===== config.mk =====
export PLATFORM = sky130hd
export DESIGN_NAME = frs_queueing_ext_cap
export DESIGN_NICKNAME = d
export VERILOG_FILES = /design/src/rtl/frs_queueing_ext_cap.sv
export SDC_FILE = /design/constraint.sdc
export NUM_CORES = 1
export LEC_CHECK = 0
export ABC_CLOCK_PERIOD_IN_PS = 3250
export CAP_MARGIN = 40
export CORE_MARGIN = 2
export CORE_UTILIZATION = 40
export DETAILED_ROUTE_END_ITERATION = 8
export SLEW_MARGIN = 20
export SYNTH_ARGS = -nofsm -noshare
export SYNTH_HDL_FRONTEND = slang
export SYNTH_SLANG_ARGS = --single-unit

===== constraint.sdc =====
create_clock -name clk -period 3.25 [get_ports clk]
set_input_delay 0.65 -clock clk [delete_from_list [all_inputs] [get_ports clk]]
set_output_delay 0.65 -clock clk [all_outputs]
set_load 0.01 [all_outputs]

===== src/rtl/frs_queueing_ext_cap.sv =====
// PCIe FRS Queueing Extended Capability: FIFO of received FRS messages, RW1C status and interrupt pulse.
// Optional occupancy high-watermark tracking is enabled by defining FRS_QUEUE_HWM_EN.
module frs_queueing_ext_cap #(
  parameter int          QUEUE_DEPTH  = 8,
  parameter logic [3:0]  CAP_VERSION  = 4'h1,
  parameter logic [11:0] NEXT_CAP_PTR = 12'h000
) (
  input  logic        clk,
  input  logic        rst_n,
  input  logic        cfg_wr,
  input  logic        cfg_rd,
  input  logic [1:0]  cfg_dw,
  input  logic [3:0]  cfg_be,
  input  logic [31:0] cfg_wdata,
  output logic [31:0] cfg_rdata,
  output logic        cfg_rd_valid,
  input  logic [4:0]  int_msg_num,
  input  logic        frs_msg_valid,
  input  logic [15:0] frs_msg_rid,
  input  logic [3:0]  frs_msg_reason,
  output logic        irq_req,
  output logic [11:0] queue_count,
  output logic [11:0] queue_hwm
);

  localparam int              PTR_W    = (QUEUE_DEPTH > 1) ? $clog2(QUEUE_DEPTH) : 1;
  localparam logic [11:0]     DEPTH12  = 12'(QUEUE_DEPTH);
  localparam logic [PTR_W-1:0] LAST_PTR = PTR_W'(QUEUE_DEPTH - 1);

  logic [19:0]      mem [QUEUE_DEPTH];
  logic [PTR_W-1:0] rd_ptr_reg, rd_ptr_next;
  logic [PTR_W-1:0] wr_ptr_reg, wr_ptr_next;
  logic [11:0]      count_reg, count_next;
  logic             received_reg, received_next;
  logic             overflow_reg, overflow_next;
  logic             int_en_reg, int_en_next;
  logic             pend_reg, pend_next;
  logic             irq_req_reg;
  logic [31:0]      rdata_reg, rdata_next;
  logic             rd_valid_reg;
  logic [11:0]      hwm_reg;

  logic wr_dw2, pop_req, pop_ok, push_ok, clr_received, clr_overflow;
  logic [31:0] head_data;

  assign wr_dw2       = cfg_wr && (cfg_dw == 2'd2);
  assign pop_req      = cfg_wr && (cfg_dw == 2'd3) && (cfg_be != 4'h0);
  assign pop_ok       = pop_req && (count_reg != 12'd0);
  // A pop in the same cycle frees a slot, so a full queue still accepts the push.
  assign push_ok      = frs_msg_valid && ((count_reg < DEPTH12) || pop_ok);
  assign clr_received = wr_dw2 && cfg_be[0] && cfg_wdata[0];
  assign clr_overflow = wr_dw2 && cfg_be[0] && cfg_wdata[1];

  assign head_data = (count_reg == 12'd0) ? 32'h0 : {12'h000, mem[rd_ptr_reg]};

  always_comb begin
    count_next  = count_reg;
    rd_ptr_next = rd_ptr_reg;
    wr_ptr_next = wr_ptr_reg;
    if (push_ok) begin
      wr_ptr_next = (wr_ptr_reg == LAST_PTR) ? '0 : wr_ptr_reg + 1'b1;
    end
    if (pop_ok) begin
      rd_ptr_next = (rd_ptr_reg == LAST_PTR) ? '0 : rd_ptr_reg + 1'b1;
    end
    case ({push_ok, pop_ok})
      2'b10:   count_next = count_reg + 12'd1;
      2'b01:   count_next = count_reg - 12'd1;
      default: count_next = count_reg;
    endcase
  end

  // Hardware set wins over a software clear landing in the same cycle.
  always_comb begin
    received_next = (received_reg & ~clr_received) | push_ok;
    overflow_next = (overflow_reg & ~clr_overflow) | (frs_msg_valid & ~push_ok);
    int_en_next   = (wr_dw2 && cfg_be[2]) ? cfg_wdata[16] : int_en_reg;
    pend_next     = int_en_next & (received_next | overflow_next);
  end

  always_comb begin
    rdata_next = rdata_reg;
    if (cfg_rd) begin
      case (cfg_dw)
        2'd0:    rdata_next = {NEXT_CAP_PTR, CAP_VERSION, 16'h0021};
        2'd1:    rdata_next = {11'h000, int_msg_num, 4'h0, DEPTH12};
        2'd2:    rdata_next = {15'h0000, int_en_reg, 14'h0000, overflow_reg, received_reg};
        default: rdata_next = head_data;
      endcase
    end
  end

  always_ff @(posedge clk or negedge rst_n) begin
    if (!rst_n) begin
      rd_ptr_reg   <= '0;
      wr_ptr_reg   <= '0;
      count_reg    <= '0;
      received_reg <= 1'b0;
      overflow_reg <= 1'b0;
      int_en_reg   <= 1'b0;
      pend_reg     <= 1'b0;
      irq_req_reg  <= 1'b0;
      rdata_reg    <= '0;
      rd_valid_reg <= 1'b0;
    end else begin
      rd_ptr_reg   <= rd_ptr_next;
      wr_ptr_reg   <= wr_ptr_next;
      count_reg    <= count_next;
      received_reg <= received_next;
      overflow_reg <= overflow_next;
      int_en_reg   <= int_en_next;
      pend_reg     <= pend_next;
      irq_req_reg  <= pend_next & ~pend_reg;
      rdata_reg    <= rdata_next;
      rd_valid_reg <= cfg_rd;
    end
  end

  // Entry storage carries no reset; the pointers and count define what is valid.
  always_ff @(posedge clk) begin
    if (push_ok) begin
      mem[wr_ptr_reg] <= {frs_msg_reason, frs_msg_rid};
    end
  end

`ifdef FRS_QUEUE_HWM_EN
  logic clr_hwm;
  assign clr_hwm = wr_dw2 && cfg_be[1] && cfg_wdata[15];

  always_ff @(posedge clk or negedge rst_n) begin
    if (!rst_n) begin
      hwm_reg <= '0;
    end else if (clr_hwm) begin
      hwm_reg <= count_next;
    end else if (count_next > hwm_reg) begin
      hwm_reg <= count_next;
    end
  end
`else
  assign hwm_reg = '0;
`endif

  logic unused_bits;
  assign unused_bits = ^{cfg_wdata[31:17], cfg_wdata[15:2], cfg_be[3], cfg_be[1]};

  assign cfg_rdata    = rdata_reg;
  assign cfg_rd_valid = rd_valid_reg;
  assign irq_req      = irq_req_reg;
  assign queue_count  = count_reg;
  assign queue_hwm    = hwm_reg;

endmodule


==> results.sh <==
export IMPL_status="completed"
export IMPL_grt_pass1_vias=4981
export IMPL_cp_data_required_time_ns=3.68
export IMPL_yosysUniqueCellTypes=50
export IMPL_crit_path_end_kind="register"
export IMPL_clock_fmax_ghz=0.338
export IMPL_synth_warning_count=0
export IMPL_drt_iter0_markers=248
export IMPL_vias=4815
export IMPL_cts_buffers=22
export IMPL_setup_tns_ns=0
export IMPL_async_flop_share_pct=22.0
export IMPL_synth_area_um2=8650
export IMPL_grtUsageTotal_pct=16.2
export IMPL_grt_antenna_before_repair=0
export IMPL_post_cts_resized=0
export IMPL_fin_crit_ns=2.96
export IMPL_yosysTopAreaCell="edfxtp_1"
export IMPL_ys_flop_type="edfxtp_1"
export IMPL_synth_top_cell_area_share_pct=55.6
export IMPL_p_leak_nw=3.91
export IMPL_cts_buffer_depth=3
export IMPL_largest_register_ffs=160
export IMPL_grt_pass1_wl_um=27900
export IMPL_power_w=0.00798
export IMPL_detail_route_antenna_nets=0
export IMPL_synth_cells=515
export IMPL_start_kind="input pin"
export IMPL_post_route_period_util_pct=91.1
export IMPL_viasPerCell=5.14
export IMPL_maxCapViolCount=0
export IMPL_clkTransAtPathRegs_ns=0.06
export IMPL_clk_latency_ns=0.51
export IMPL_start_util_pct=41.0
export IMPL_core_um2=21100
export IMPL_totalWireLength_um=18000
export IMPL_critPathKind="in -> reg"
export IMPL_synth_avg_cell_area_um2=16.8
export IMPL_synth_area_leaders="edfxtp_1, dfrtp_1, mux4_2"
export IMPL_final_common_cell="edfxtp_1"
export IMPL_drc=0
export IMPL_final_cell_mix="edfxtp_1, clkdlybuf4s50_1, buf_4"
export IMPL_layout_drive_gt1_share_pct=24.7
export IMPL_dr_pass1_iters=5
export IMPL_die_y_um=151
export IMPL_setup_viol=0
export IMPL_cts_max_level=1
export IMPL_die_x_um=151
export IMPL_synth_seq_area_share_pct=68.6
export IMPL_n_antenna_cell=0
export IMPL_areaGrowthSynthToFinish_pct=23.6
export IMPL_grt_ovfl_total=0
export IMPL_n_fill_cell=1733
export IMPL_worst_pin_slew_ns=0.699
export IMPL_synth_edf_count=160
export IMPL_rsz0062_at_grt="false"
export IMPL_cts_tree="built"
export IMPL_cts_root_buffer="clkbuf_16"
export IMPL_irDropWorstVdd_mv=0.457
export IMPL_drt_wirelength_per_cell_um=19.2
export IMPL_fin_skew_ns=0.00519
export IMPL_io_buffers=73
export IMPL_grt_max_degree=44
export IMPL_arrival_ns=3.39
export IMPL_cts_setup_buffers=0
export IMPL_ctsHoldBuffers=0
export IMPL_gp_congestion=0.741
export IMPL_crit_fanout=9
export IMPL_fin_util_pct=50.7
export IMPL_finalMaxSlewViolations=0
export IMPL_synth_seq_cells=205
export IMPL_dieArea_um2=22800
export IMPL_cts_sinks=205
export IMPL_dp_hpwl_um=11200
export IMPL_nNetsFinal=728
export IMPL_hold_path_class="in -> async"
export IMPL_powerDensity_nw_per_um2=747
export IMPL_top_register="mem"
export IMPL_core_rowCount=53
export IMPL_hold_violations=0
export IMPL_num_io_pins=126
export IMPL_slew_headroom_pct=53.4
-- critical path, stage by stage --
cell and delay [ns]:
clkdlybuf4s50_1 0.48, nand3_1 0.09, nor2_1 0.16, o21ai_2 0.08
or2_1 0.24, inv_2 0.16, ha_1 0.27, a21oi_1 0.19
o21ai_0 0.14, a21o_1 0.23, a221oi_2 0.31, mux2i_1 0.24
xor2_1 0.15
-- worst paths after layout --
path / cells past startpoint / to / slack (ns) / start
max reg2reg: 10 / queue_count[10]$_DFFE_PN0P_ / 0.30 / queue_count[1]$_DFFE_PN0P_
max in group asynchronous: 2 / rd_ptr_reg[0]$_DFFE_PN0N_ / 2.76 / rst_n
min reg2reg: 1 / irq_req$_DFF_PN0_ / 0.40 / pend_reg$_DFF_PN0_
max: 13 / queue_count[11]$_DFFE_PN0P_ / 0.29 / cfg_wr
min in group clk: 1 / irq_req$_DFF_PN0_ / 0.40 / pend_reg$_DFF_PN0_
min: 2 / queue_count[4]$_DFFE_PN0P_ / 0.14 / rst_n
-- power by group --
group,internal (W),leakage [nW],switching [W],total [W]
registers,0.00310,2.00,0.000283,0.00338
logic,0.00124,1.56,0.000966,0.00220
clock network,0.00142,0.349,0.000983,0.00240
total,0.00575,3.91,0.00223,0.00798
-- synth_stat cells (all sizes together), types with 5 or more instances --
| master | count |
|---|---|
| nand2b | 5 |
| buf | 33 |
| xor2 | 6 |
| clkbuf | 11 |
| inv | 20 |
| dfrtp | 45 |
| nand2 | 21 |
| nor2 | 18 |
| nand3 | 18 |
| ha | 14 |
| a21o | 6 |
| mux2 | 25 |
| mux4 | 40 |
| o21ai | 27 |
| edfxtp | 160 |
| nor3 | 8 |
| a21oi | 15 |
-- final cells by class --
| class | count | area [um2] | area share, % |
|---|---|---|---|
| inverter | 20 | 75.1 | 0.702 |
| tap | 275 | 344 | 3.22 |
| timing repair buffer | 128 | 1150 | 10.8 |
| clock buffer | 25 | 572 | 5.35 |
| clock inverter | 15 | 129 | 1.21 |
| sequential | 205 | 5930 | 55.5 |
| multi-input combinational | 268 | 2480 | 23.2 |
-- cell families (layout without fill, tap and decap cells) --
kind of cell	after synthesis	in the layout	synth area share (%)
simple gates	86	86	4.80
fa+ha+maj	15	15	2.26
flops	205	205	68.6
mux	69	69	14.4
compound gates	65	65	4.59
other cells	1	23	0.0434
buf+inv	64	188	4.30
xor+xnor	10	10	1.01
-- layer usage --
metal / vias up / routed length [um] / GRT usage [%] / part of all wire, %
met2: 112 / 8660 / 26.7 / 48
met4: 0 / 382 / 3.93 / 2.1
met3: 32 / 785 / 2.56 / 4.4
li1: 2214 / - / - / -
met1: 2457 / 8130 / 22.8 / 45
met5: - / 0 / 0 / 0
-- metrics by stage --
| stage | instances | hold slack (ns) | area, um2 | setup WS, ns |
|---|---|---|---|---|
| floorplan | 537 | 0.354 | 8730 | 0.142 |
| global placement | 895 | 0.385 | 9960 | -0.330 |
| detailed placement | 895 | 0.390 | 9960 | -0.351 |
| CTS | 935 | 0.138 | 10700 | 0.147 |
| global route | 936 | 0.152 | 10700 | 0.0918 |
| finish | 936 | 0.136 | 10700 | 0.290 |
No activity file was read; power rests on OpenSTA's default activity.
